--- src/rtl/voice_allocator_if.sv ---
// Note-request channel into the voice allocator: the requester holds
// req_valid and the req_on/key/vel payload; the allocator answers with req_ready.
interface voice_allocator_if;
  // Handshake: a request transfers on a rising clock edge where req_valid and
  // req_ready are both high; the payload must stay stable while req_valid is high.
  logic       req_valid;
  logic       req_ready;
  logic       req_on;
  logic [7:0] req_key;
  logic [7:0] req_vel;

  modport master (output req_valid, req_on, req_key, req_vel, input req_ready);
  modport slave  (input req_valid, req_on, req_key, req_vel, output req_ready);
endinterface

--- src/rtl/voice_allocator.sv ---
// Maps note-on/off requests onto synth voice slots: retrigger a held key,
// else take a free voice, else steal the oldest one.
module voice_allocator #(
  parameter int VOICES  = 8,
  parameter int V_WIDTH = 3
) (
  input  logic               OSC_CLK,
  input  logic               reset_reg_N,
  voice_allocator_if.slave   req,
  input  logic [VOICES-1:0]  voice_free,
  output logic               note_on,
  output logic               note_off,
  output logic               stolen,
  output logic [V_WIDTH-1:0] cur_key_adr,
  output logic [7:0]         cur_key_val,
  output logic [7:0]         cur_vel_on,
  output logic [7:0]         cur_vel_off,
  output logic [VOICES-1:0]  keys_on,
  output logic [1:0]         fsm_state
);

  typedef enum logic [1:0] {IDLE = 2'd0, SCAN = 2'd1, ISSUE = 2'd2} state_t;

  state_t             state;
  logic [V_WIDTH-1:0] rr_ptr;
  logic [V_WIDTH-1:0] scan_i;
  logic [V_WIDTH-1:0] scan_v;
  logic [V_WIDTH:0]   scan_sum;
  logic [7:0]         age [VOICES];
  logic [7:0]         key [VOICES];
  logic               lat_on;
  logic [7:0]         lat_key;
  logic [7:0]         lat_vel;
  logic               match_found;
  logic               free_found;
  logic [V_WIDTH-1:0] match_idx;
  logic [V_WIDTH-1:0] free_idx;
  logic [V_WIDTH-1:0] old_idx;
  logic [7:0]         old_age;
  logic [V_WIDTH-1:0] alloc_idx;

  assign fsm_state = state;

  // Scan order starts at the round-robin pointer and wraps modulo VOICES.
  always_comb begin
    scan_sum = {1'b0, rr_ptr} + {1'b0, scan_i};
    if (scan_sum >= (V_WIDTH+1)'(VOICES))
      scan_sum = scan_sum - (V_WIDTH+1)'(VOICES);
    scan_v = scan_sum[V_WIDTH-1:0];
  end

  always_comb begin
    alloc_idx = old_idx;
    if (match_found)     alloc_idx = match_idx;
    else if (free_found) alloc_idx = free_idx;
  end

  function automatic logic [V_WIDTH-1:0] next_v(input logic [V_WIDTH-1:0] x);
    return (x == V_WIDTH'(VOICES-1)) ? '0 : x + 1'b1;
  endfunction

  always_ff @(posedge OSC_CLK or negedge reset_reg_N) begin
    if (!reset_reg_N) begin
      state         <= IDLE;
      req.req_ready <= 1'b1;
      keys_on       <= '0;
      note_on       <= 1'b0;
      note_off      <= 1'b0;
      stolen        <= 1'b0;
      cur_key_adr   <= '0;
      cur_key_val   <= '0;
      cur_vel_on    <= '0;
      cur_vel_off   <= '0;
      rr_ptr        <= '0;
      scan_i        <= '0;
      lat_on        <= 1'b0;
      lat_key       <= '0;
      lat_vel       <= '0;
      match_found   <= 1'b0;
      free_found    <= 1'b0;
      match_idx     <= '0;
      free_idx      <= '0;
      old_idx       <= '0;
      old_age       <= '0;
      for (int v = 0; v < VOICES; v++) begin
        age[v] <= '0;
        key[v] <= '0;
      end
    end else begin
      note_on  <= 1'b0;
      note_off <= 1'b0;
      stolen   <= 1'b0;
      case (state)
        IDLE: begin
          // ready returns one cycle after ISSUE, so the pulse cycle never accepts
          if (req.req_valid && req.req_ready) begin
            lat_on        <= req.req_on;
            lat_key       <= req.req_key;
            lat_vel       <= req.req_vel;
            req.req_ready <= 1'b0;
            scan_i        <= '0;
            match_found   <= 1'b0;
            free_found    <= 1'b0;
            state         <= SCAN;
          end else begin
            req.req_ready <= 1'b1;
          end
        end
        SCAN: begin
          if (!match_found && keys_on[scan_v] && key[scan_v] == lat_key) begin
            match_found <= 1'b1;
            match_idx   <= scan_v;
          end
          if (!free_found && voice_free[scan_v] && !keys_on[scan_v]) begin
            free_found <= 1'b1;
            free_idx   <= scan_v;
          end
          // strict compare keeps the earlier-scanned voice on an age tie
          if (scan_i == '0 || age[scan_v] > old_age) begin
            old_idx <= scan_v;
            old_age <= age[scan_v];
          end
          if (scan_i == V_WIDTH'(VOICES-1)) state <= ISSUE;
          scan_i <= scan_i + 1'b1;
        end
        ISSUE: begin
          state <= IDLE;
          if (lat_on) begin
            if (!match_found) begin
              rr_ptr <= next_v(alloc_idx);
              stolen <= !free_found;
              for (int v = 0; v < VOICES; v++)
                if (age[v] != 8'hFF) age[v] <= age[v] + 8'd1;
              age[alloc_idx] <= '0;
            end
            key[alloc_idx]     <= lat_key;
            keys_on[alloc_idx] <= 1'b1;
            note_on            <= 1'b1;
            cur_key_adr        <= alloc_idx;
            cur_key_val        <= lat_key;
            cur_vel_on         <= lat_vel;
          end else if (match_found) begin
            keys_on[match_idx] <= 1'b0;
            note_off           <= 1'b1;
            cur_key_adr        <= match_idx;
            cur_key_val        <= lat_key;
            cur_vel_off        <= lat_vel;
          end
        end
        default: state <= IDLE;
      endcase
    end
  end

endmodule

--- src/flat_wrapper.sv ---
// flat-port wrapper written by rule: the top's interface ports become plain ports
module voice_allocator_flat 
#(
  parameter int VOICES  = 8,
  parameter int V_WIDTH = 3
)
  (OSC_CLK, reset_reg_N, voice_free, note_on, note_off, stolen, cur_key_adr, cur_key_val, cur_vel_on, cur_vel_off, keys_on, fsm_state, req_req_valid, req_req_on, req_req_key, req_req_vel, req_req_ready);
  voice_allocator_if req_i ();
  input  logic OSC_CLK;
  input  logic reset_reg_N;
  input  logic [VOICES-1:0] voice_free;
  output logic note_on;
  output logic note_off;
  output logic stolen;
  output logic [V_WIDTH-1:0] cur_key_adr;
  output logic [7:0] cur_key_val;
  output logic [7:0] cur_vel_on;
  output logic [7:0] cur_vel_off;
  output logic [VOICES-1:0] keys_on;
  output logic [1:0] fsm_state;
  input wire logic [$bits(req_i.req_valid)-1:0] req_req_valid;
  input wire logic [$bits(req_i.req_on)-1:0] req_req_on;
  input wire logic [$bits(req_i.req_key)-1:0] req_req_key;
  input wire logic [$bits(req_i.req_vel)-1:0] req_req_vel;
  output wire logic [$bits(req_i.req_ready)-1:0] req_req_ready;
  assign req_i.req_valid = req_req_valid;
  assign req_i.req_on = req_req_on;
  assign req_i.req_key = req_req_key;
  assign req_i.req_vel = req_req_vel;
  assign req_req_ready = req_i.req_ready;
  voice_allocator #(.VOICES(VOICES), .V_WIDTH(V_WIDTH)) u_core (.OSC_CLK(OSC_CLK), .reset_reg_N(reset_reg_N), .req(req_i), .voice_free(voice_free), .note_on(note_on), .note_off(note_off), .stolen(stolen), .cur_key_adr(cur_key_adr), .cur_key_val(cur_key_val), .cur_vel_on(cur_vel_on), .cur_vel_off(cur_vel_off), .keys_on(keys_on), .fsm_state(fsm_state));
endmodule
--- config.mk ---
export PLATFORM = sky130hd
export DESIGN_NAME = voice_allocator_flat
export DESIGN_NICKNAME = d
export VERILOG_FILES = /design/src/rtl/voice_allocator_if.sv /design/src/rtl/voice_allocator.sv /design/src/flat_wrapper.sv
export SDC_FILE = /design/constraint.sdc
export NUM_CORES = 1
export LEC_CHECK = 0
export CAP_MARGIN = 20
export CORE_ASPECT_RATIO = 1.5
export CORE_MARGIN = 2
export CORE_UTILIZATION = 54
export DETAILED_ROUTE_END_ITERATION = 8
export GPL_ROUTABILITY_DRIVEN = 0
export PLACE_DENSITY = 0.77
export SETUP_SLACK_MARGIN = 0.15
export SLEW_MARGIN = 20
export SYNTH_ARGS = -nofsm -noshare
export SYNTH_HDL_FRONTEND = slang
export SYNTH_SLANG_ARGS = --single-unit
--- constraint.sdc ---
create_clock -name OSC_CLK -period 4.02 [get_ports OSC_CLK]
set_clock_uncertainty 0.05 [all_clocks]
set_input_delay 1.005 -clock OSC_CLK [delete_from_list [all_inputs] [get_ports OSC_CLK]]
set_output_delay 1.005 -clock OSC_CLK [all_outputs]
set_load 0.02 [all_outputs]
# ---- After elaboration in Yosys (flattened, before gate mapping)
# Cells that the tools add are included.
dict set report word_totals {
  regBits 211
  out_inout_bits 41
}
dict set report op_classes {
  eq_ne 17
  n_reduce_logical 28
  n_mux 78
  bitwise_logic 9
  addsub 12
  magnitude_cmp 10
}
# cell count
set op_table {}
lappend op_table {{8-bit 2-to-1 mux} 41}
lappend op_table {{8-bit by 1-bit adder with 8-bit output, second input constant} 8}
lappend op_table {{64-bit AND} 1}
lappend op_table {{64-bit bitwise mux} 1}
lappend op_table {{8-bit inequality test, second input constant} 8}
lappend op_table {{64-bit inverter} 1}
lappend op_table {{8-bit binary-select mux with 3-bit select} 2}
lappend op_table {{8-bit demux with 3-bit select} 1}
lappend op_table {{3-bit 2-to-1 mux} 7}
lappend op_table {{1-bit 2-to-1 mux} 16}
lappend op_table {{2-bit AND reduction} 8}
lappend op_table {{4-bit greater-or-equal comparator, second input constant} 3}
lappend op_table {{3-bit by 4-bit less-than comparator with 1-bit output, second input constant} 3}
lappend op_table {{3-bit AND reduction} 4}
lappend op_table {{8-bit AND} 1}
lappend op_table {{8-bit == test} 1}
lappend op_table {{8-bit greater-than comparator} 1}
lappend op_table {{1-bit logical AND} 8}
lappend op_table {{2-bit by 1-bit inequality test with 1-bit output, second input constant} 4}
lappend op_table {{3-bit inverter with 4-bit output} 2}
lappend op_table {{8-bit inverter} 1}
lappend op_table {{8-bit OR} 1}
lappend op_table {{3-bit by 1-bit adder with 3-bit output, second input constant} 2}
lappend op_table {{1-bit binary-select mux with 3-bit select} 2}
lappend op_table {{other kinds (18)} 27}

# ---- Longest topological paths before layout
# Gate-level depths: netlist (run 1).
dict set report depth {
  word_depth 11
  ltp_mapped 18
}

# ---- Worst setup path before layout (run 1)
# No wires, ideal clock.
dict set report synth_timing {
  path_type {reg-to-reg}
  startpoint {register u_core.scan_i[0]}
  endpoint {register u_core.old_age[1]}
  setup_time_ns 0.125
  setup_slack_ns -0.359
  stages_incl_launch_ff 17
  path_buffers 4
  t_arrival_ns 4.204
  period_less_slack_ns 4.379
  required_ns 3.845
  cell_sequence {dfrtp_1 ha_1 inv_1 fa_1 clkbuf_1 clkbuf_1 clkbuf_1 mux2_2 ha_1 nor2b_1 o21a_1 o21ai_0 a21oi_1 o22ai_1 a21oi_1 buf_1 mux2_2}
}
dict set report synth_between {
  elab_chain_cells 10
}
# item line
set synth_lines {}
lappend synth_lines {{start, declared} voice_allocator.sv:26} ;# logic [V_WIDTH-1:0] scan_i;
lappend synth_lines {{start signal, assigned} voice_allocator.sv:124} ;# scan_i <= scan_i + 1'b1;
lappend synth_lines {{3-bit by 3-bit adder with 4-bit output} voice_allocator.sv:46} ;# scan_sum = {1'b0, rr_ptr} + {1'b0, scan_i};
lappend synth_lines {{4-bit greater-or-equal comparator / 3-bit by 1-bit subtractor with 3-bit output (equally long branches)} {voice_allocator.sv:47, voice_allocator.sv:48}}
lappend synth_lines {{3-bit 2-to-1 mux} voice_allocator.sv:47} ;# if (scan_sum >= (V_WIDTH+1)'(VOICES))
lappend synth_lines {{3-bit inverter with 4-bit output (not written as such)} {voice_allocator.sv:119, voice_allocator.sv:121}}
lappend synth_lines {{8-bit binary-select mux with 3-bit select} {voice_allocator.sv:119, voice_allocator.sv:121}}
lappend synth_lines {{8-bit 2-to-1 mux (not written as such) (2 in series)} {voice_allocator.sv:119, voice_allocator.sv:121}}
lappend synth_lines {{8-bit greater-than comparator} voice_allocator.sv:119} ;# if (scan_i == '0 || age[scan_v] > old_age) begin
lappend synth_lines {{1-bit logical OR} voice_allocator.sv:119}
lappend synth_lines {{2-bit AND reduction (no source line)} n/a}
lappend synth_lines {{end signal, assigned} voice_allocator.sv:121} ;# old_age <= age[scan_v];
lappend synth_lines {{end, declared} voice_allocator.sv:39} ;# logic [7:0] old_age;
# Parallel ways exist; a longest one is shown, timed or not. The select of a mux whose other input is x is not followed.
# A chain may end at the register's enable or synchronous reset.

# ---- Worst setup path in the final report (run 1)
dict set report layout_timing {
  startpoint {register u_core.scan_i[0]}
  endpoint {register u_core.old_age[6]}
}
# Same word-level chain as after synthesis.

==> summary.txt, run 1 <==
Pwr
  • Pleak: 0.00577 uW
  • Final total power: about 7600 uW
  • Pwr Density: between 600 and 700 mW/mm^2
  • Peak VDD IR: 0.481 mV

STA
  • Worst slew margin: between 40% and 50%
  • Fin. max-slew vios: 0
  • Final period util: between 90% and 100%
  • F_max: approximately 270 MHz
  • Final hold violations: 0
  • Min cycle time layout: between 3 and 4 ns
  • Unrepaired setup endpoints after global routing: true
  • Tightest Pin Transition: about 0.77 ns
  • Final Setup Violations: 0

Logic synthesis
  • Post-Synthesis Cells: 902
  • Commonest cells in the netlist: dfrtp_1 (210), nand2_1 (138), mux2_2 (102)
  • Syn Area/Cell: 11.5 um^2
  • Largest family of logic cells by synthesized area: multiplexers
  • Post-Synth Simple-Gate Area: 13.0%
  • Largest area contributor in the netlist: dfrtp_1
  • EDFF count, synth: 0
  • Top cells by area, synth: dfrtp_1 (51%), mux2_2 (11%), nand2_1 (5.0%)
  • Post-Synth XOR/XNOR Area: under 10%
  • Top_reg_cell synth: dfrtp_1
  • Synth Cell Area: just over 0.01 mm^2
  • Seq/Total Area, Yosys: about half
  • Synth Area in Compound Gates: a little over 5%
  • Yosys cell types: 44
  • Synth Register Bits: between 200 and 250
  • Syn nets: between 900 and 1000
  • Synth warn: 0
  • Share of the synthesized area in the top cell type: between 50% and 60%
  • Ys async rst share: 100%
  • Post-synthesis mux area share: between 20% and 30%
  • Adder-cell share of the synthesized area: about 2.9%
  • Count leader, synth: dfrtp_1

Placement
  • Placed cell area: about 0.011 mm^2
  • DP Cell Count: around 1200
  • # port buffers: 68
  • DPL Wire Length: 16.7 mm

Final layout
  • Reg area: 0.00528 mm^2
  • P&R area growth vs syn: 17.8%
  • Top Registers: u_core.age (64), u_core.key (64)
  • Post-Layout Cell Count: about 1300
  • Layout cells sized above 1: 19.9%
  • Design Area, Final: 0.0122 mm^2
  • Multi-input gate area: between 0.004 and 0.005 mm^2
  • Layout net count: slightly above 1000
  • Fillers: approximately 1500
  • Final core utilization: 64.1%

Setup path
  • Slowest-stage cell, CP: mux2_2
  • Worst endpoint required time: 4.36 ns
  • Worst Path Max Fanout: 7
  • CP bufs+invs: 3
  • Crit path cell chain: ha_2, inv_1, fa_2, xor2_2, xnor2_2, buf_6, buf_6, mux4_2, mux2_2, ha_1, nand4_1, a21oi_2, o22ai_4, a21oi_4, mux2_2
  • Critical path's top delay family: multiplexers
  • Setup crit start kind: flip-flop
  • CP Class: flip-flop to flip-flop
  • Largest stage delay, worst path: roughly 0.38 ns
  • Nature of the critical path endpoint: flip-flop
  • CP Data Arrival Time: about 4 ns

Clocking
  • Max clock buf depth: 3
  • H-tree level count: 1
  • Inserted Clock Buffers: 21
  • CTS tree: done
  • Clock Latency Late Sink: 0.50 ns
  • Clock sinks: between 200 and 250
  • Root Buffer: clkbuf_16
  • CTS clk-pin slew, worst paths: ~0.06 ns

Route
  • Per-cell routed wire length: ~19 um
  • Ratio of routed vias to standard cells: around 5.8
  • Drt first pass iters: 5
  • Post-DRT Antenna Nets: 0
  • Final wirelength: roughly 24 mm
  • Via Count: between 7000 and 8000
  • Initial DRC Count: between 400 and 500
  • Drt drc: 0

Global routing
  • Initial antenna violation count: 1
  • Gr ovfl total: 0
  • Number of global-route vias before repair: around 7300
  • Largest net degree at the start of global routing: 95
  • All-layer global routing usage: around 25%
  • First-pass GRT wire length: about 39 mm

Floorplan
  • Die ar.: 0.0203 mm^2
  • Die Height: between 150 and 200 um
  • Ports: slightly below 70
  • Core Box Area: approximately 0.019 mm^2
  • Die X: about 120 um
  • Initial Util: between 50% and 60%
  • Site Rows: between 60 and 70

Hold path
  • Hold Path Class: flip-flop to flip-flop

Outcome
  • Status: complete, no violations

Job
  • Number of max-cap violations: 0
-- tightest hold or removal path, stage by stage (launching register included) --
cell     delay (ns)
dfrtp_1        0.34
nand2_1        0.05
nand2_1        0.06
-- final cells by class --
class / count / area share (%)
Antenna cell: 1 / 0.0205
Clock inverter: 9 / 0.616
Multi-Input combinational cell: 634 / 40.4
Inverter: 23 / 0.708
Tap cell: 256 / 2.63
Timing Repair Buffer: 95 / 7.58
Sequential cell: 211 / 43.3
Clock buffer: 28 / 4.69
-- metal layers --
layer,GRT usage [%],part of all wire [%],vias up
met5,0,0,-
met4,10.0,3.7,0
met3,3.39,4.2,59
met2,43.1,53,210
met1,31.2,39,3666
li1,-,-,3336
-- power breakdown --
group          switching [uW]  internal, uW
clock network             827          1070
logic                    1500          1340
registers                 373          2480
total                    2700          4880
-- cells by family (layout without fill, tap and decap cells) --
group / count (synthesis) / in the layout
AOI/OAI and AO/OA: 92 / 93
xor gates and xnor gates: 45 / 45
adders and majority gates: 23 / 23
buffers and inverters: 58 / 155
DFF: 211 / 211
muxes: 162 / 162
other: 0 / 1
and+or+nand+nor: 311 / 311
-- cell usage in the layout, fill, tap and decap left out, types with 2 or more instances in the layout --
master           instances
a21oi_4                  2
nor2b_1                 11
o21a_1                   2
ha_4                     2
buf_4                   22
or3_1                    2
clkbuf_8                 3
inv_1                   22
nand2b_1                 5
nor2_1                  92
clkinvlp_4               2
nand3_1                 31
clkinv_2                 6
nand4_1                  9
mux2i_1                 24
and3_1                  12
nand2_1                138
ha_1                    19
clkbuf_16               21
nor2_2                   3
clkbuf_1                 5
buf_12                   2
xnor2_1                 20
dfrtp_1                210
a21oi_2                  2
o31ai_1                 11
mux4_1                  17
clkdlybuf4s50_1         67
o21ai_0                 21
xor2_1                  23
mux4_2                  19
and2_1                   2
a22oi_1                  2
mux2_2                 101
buf_6                    3
o22a_1                   3
a21oi_1                 44
-- timing repair --
item | 4_1_cts | 5_1_grt
hold buffers | 0 | 0
setup buffers | 2 | 2
pin swaps | 2 | 4
setup endpoints to repair | 11 | 11
resized for setup | 3 | 12
cloned | 1 | 0
-- path summary, 6_finish.rpt --
path | start | endpoint | slack, ns | depth (start not counted)
min in group asynchronous | reset_reg_N | u_core.cur_key_adr[2]$_DFFE_PN0P_ | 0.50 | 1
max in group asynchronous | reset_reg_N | u_core.req.req_ready$_DFFE_PN1P_ | 2.53 | 2
hold / removal | u_core.cur_vel_on[2]$_DFFE_PN0P_ | u_core.cur_vel_on[2]$_DFFE_PN0P_ | 0.43 | 2
setup / recovery | u_core.scan_i[0]$_DFFE_PN0P_ | u_core.old_age[6]$_DFFE_PN0P_ | 0.26 | 15
hold reg to reg | u_core.cur_vel_on[2]$_DFFE_PN0P_ | u_core.cur_vel_on[2]$_DFFE_PN0P_ | 0.43 | 2
setup reg to reg | u_core.scan_i[0]$_DFFE_PN0P_ | u_core.old_age[6]$_DFFE_PN0P_ | 0.26 | 15
-- stage by stage --
stage | setup WS (ns) | hold WS (ns) | TNS [ns]
after floorplan | 0.158 | 0.394 | 0
after global placement | -0.291 | 0.409 | -2.79
after detailed placement | -0.398 | 0.417 | -3.91
after CTS | 0.159 | 0.432 | 0
after global routing | 0.147 | 0.455 | 0
final | 0.263 | 0.433 | 0
(Power assumes the default switching activity.)
==> run 2, diff against run 1 <==
- CORE_MARGIN: 2 -> not set
- CTS_CLUSTER_DIAMETER: not set -> 40
==> run 2 against run 1 <==
  * Worst setup slack got worse by 0.051 ns
  * Register-to-register slack got worse by 0.05 ns
  * Sequential share of layout area decreased by 0.96 points
  * Non-clock buffer count increased by 5
  * Die area decreased by 2.8%
  * Sequential power about the same
  * Global-route usage increased by 0.96 points
  * Largest cell class unchanged
  * Critical path type unchanged
==> summary.txt, run 2 (same netlist as run 1, synthesis figures left out) <==
Route
  • Ratio of routed vias to standard cells: 5.78 (-0.15%)
  • Final wirelength: 24.6 mm (+1.2%)
  • Met1 WL: 9.12 mm (-4.5%)
  • Drt drc: 0 (unchanged)
  • DR top layer: met4
  • Routed met3 length: 1.19 mm (+16%)
  • Post-DRT Antenna Nets: 0 (unchanged)
  • WL met2: 13.1 mm (+2.5%)
  • Via Count: 7289 (+0.25%)
  • Drt first pass iters: 5 (unchanged)
  • Initial DRC Count: 423 (-11%)
  • Per-cell routed wire length: 19.5 um (+0.80%)

Pwr
  • Pleak: 0.00592 uW (+2.7%)
  • Pwr Density: 653 mW/mm^2 (+5.0%)
  • Peak VDD IR: 0.458 mV (-4.7%)

Setup path
  • Reg2Reg Launch Point: u_core.rr_ptr[0]$_DFFE_PN0P_
  • Critical Path Source: u_core.rr_ptr[0]$_DFFE_PN0P_
  • CP endpoint: u_core.old_age[3]$_DFFE_PN0P_
  • R2R depth: 16 (+1)
  • Slowest-stage cell, CP: fa_2
  • Most used cell, CP: buf_6
  • Setup crit start kind: flip-flop
  • Largest stage delay, worst path: 0.38 ns (about the same)
  • Crit path cell chain: ha_2, inv_1, fa_2, xor2_2, xnor2_2, buf_6, buf_6, mux4_2, mux2_2, ha_1, nand4_1, a21oi_2, o22ai_2, a21oi_4, buf_6, mux2_2
  • Worst endpoint required time: 4.36 ns (about the same)
  • CP Data Arrival Time: 4.14 ns (+0.04 ns)
  • FF-to-FF setup slack: 0.21 ns (-0.05 ns)
  • CP Class: flip-flop to flip-flop
  • R2r endpoint: u_core.old_age[3]$_DFFE_PN0P_
  • Worst Path Max Fanout: 7 (unchanged)
  • Nature of the critical path endpoint: flip-flop

STA
  • PnR worst setup slack: 0.212 ns (-0.0509 ns)
  • Unrepaired setup endpoints after global routing: false
  • Final hold violations: 0 (unchanged)
  • Min cycle time layout: 3.81 ns (+0.0509 ns)
  • Fin. max-slew vios: 0 (unchanged)
  • Final period util: 94.7% (+1.3 points)
  • Final Setup Violations: 0 (unchanged)
  • F_max: 263 MHz (-1.3%)
  • Worst slew margin: 36.1% (-12 points)
  • Tightest Pin Transition: 0.959 ns (+0.185 ns)

Global routing
  • Initial antenna violation count: 0 (-1)
  • Largest net degree at the start of global routing: 88 (-7.4%)
  • All-layer global routing usage: 25.9% (+0.96 points)
  • Number of global-route vias before repair: 7383 (+0.68%)
  • First-pass GRT wire length: 38.7 mm (-0.76%)
  • Gr ovfl total: 0 (unchanged)

Floorplan
  • Die X: 115 um (-1.7%)
  • Site Rows: 61 (-1.6%)
  • Die ar.: 0.0197 mm^2 (-2.8%)
  • Die Height: 172 um (-1.2%)
  • Initial Util: 55.6% (+1.1 points)
  • Core Box Area: 0.0186 mm^2 (-2.0%)
  • Ports: 69 (unchanged)

Final layout
  • Fillers: 1415 (-2.4%)
  • Top Registers: u_core.age (64), u_core.key (64)
  • Reg area: 0.00528 mm^2 (unchanged)
  • Ant. Diodes: 0 (-1)
  • Layout net count: 1045 (+0.77%)
  • Commonest non-fill, non-tap cells in the layout: dfrtp_1 (210), nand2_1 (138), mux2_2 (95), nor2_1 (92), clkdlybuf4s50_1 (67)
  • Layout cells sized above 1: 21.4% (+1.5 points)
  • Multi-input gate area: 0.00494 mm^2 (+0.38%)
  • Final core utilization: 66.9% (+2.8 points)
  • Most common cell after layout, fill and taps aside: dfrtp_1
  • P&R area growth vs syn: 20.4%

Hold path
  • Min-delay src: u_core.free_idx[1]$_DFFE_PN0P_
  • Hold Path Class: flip-flop to flip-flop

Placement
  • Setup WS pre-CTS: -0.409 ns (-0.0115 ns)
  • # port buffers: 68 (unchanged)
  • DPL Wire Length: 16.7 mm (+0.23%)

Job
  • Number of max-cap violations: 0 (unchanged)

Outcome
  • Status: complete, no violations

Clocking
  • Inserted Clock Buffers: 25 (+19%)
  • Clock Latency Late Sink: 0.52 ns (+0.02 ns)
  • Clock sinks: 211 (unchanged)
  • H-tree level count: 1 (unchanged)
  • CTS tree: done
  • Root Buffer: clkbuf_16
  • CTS clk-pin slew, worst paths: 0.06 ns (about the same)
  • Max clock buf depth: 3 (unchanged)
-- run 2: cell types whose count changed in the layout (fill, tap and decap cells not counted), sizes merged --
cell,previous run,this run
a21oi,48,47
buf,27,32
bufinv,1,4
clkinvlp,2,3
diode,1,0
inv,22,24
-- run 2: layout make-up --
cell class / instances / share of cell area, %
multi-input cells: 633 / 39.7
repair buffers: 100 / 7.80
well taps: 252 / 2.53
clock buffers: 28 / 5.35
inverters: 23 / 0.693
flip-flops and latches: 211 / 42.4
clock inverters: 15 / 1.58
-- run 2: timing repair --
item                                    CTS  global route
setup buffers                             5             2
gates resized for setup                   3            22
endpoints found under the hold margin     0             0
hold buffers                              0             0
endpoints found under the setup margin   11            11
pin swaps                                 2             6
-- run 2: how the worst min path moves through the flow --
stage | end | slack [ns] | cells past startpoint
2_1_floorplan | u_core.free_idx[1]$_DFFE_PN0P_ | 0.39 | 2
3_3_place_gp | u_core.cur_vel_on[7]$_DFFE_PN0P_ | 0.41 | 2
3_5_place_dp | u_core.free_idx[1]$_DFFE_PN0P_ | 0.42 | 2
4_1_cts | u_core.free_idx[1]$_DFFE_PN0P_ | 0.43 | 2
5_1_grt | u_core.cur_vel_on[5]$_DFFE_PN0P_ | 0.46 | 2
6_report | u_core.free_idx[1]$_DFFE_PN0P_ | 0.43 | 2
-- run 2: per-layer routing --
| metal | track usage [%] | vias to the layer above |
|---|---|---|
| li1 | - | 3363 |
| met1 | 29.7 | 3640 |
| met2 | 46.6 | 210 |
| met3 | 4.12 | 76 |
| met4 | 12.4 | 0 |
| met5 | 0 | - |
-- run 2: worst max-delay path, delay by kind of cell, from the launching register on --
family                     cells  cell delay, ns
xor gates and xnor gates       2            0.36
adders and majority gates      3            0.85
buffers and inverters          4            0.49
and+or+nand+nor                1            0.17
muxes                          3            0.94
AOI/OAI and AO/OA              3            0.46
DFF                            1            0.36
-- run 2: power by group --
group	switching, uW	internal, uW	total (uW)
logic	1520	1410	2930
clock network	892	1450	2340
registers	385	2480	2860
total	2800	5330	8140
-- run 2: metrics by stage --
step	area (um^2)	TNS [ns]	hold WS [ns]	instances	power [uW]
6_report	12500	0	0.428	1262	8140
3_5_place_dp	11400	-4.04	0.415	1212	5510
4_1_cts	12300	0	0.429	1260	8010
3_3_place_gp	11400	-2.64	0.407	1212	5450
2_1_floorplan	10400	0	0.394	902	4690
5_1_grt	12500	0	0.463	1262	8500
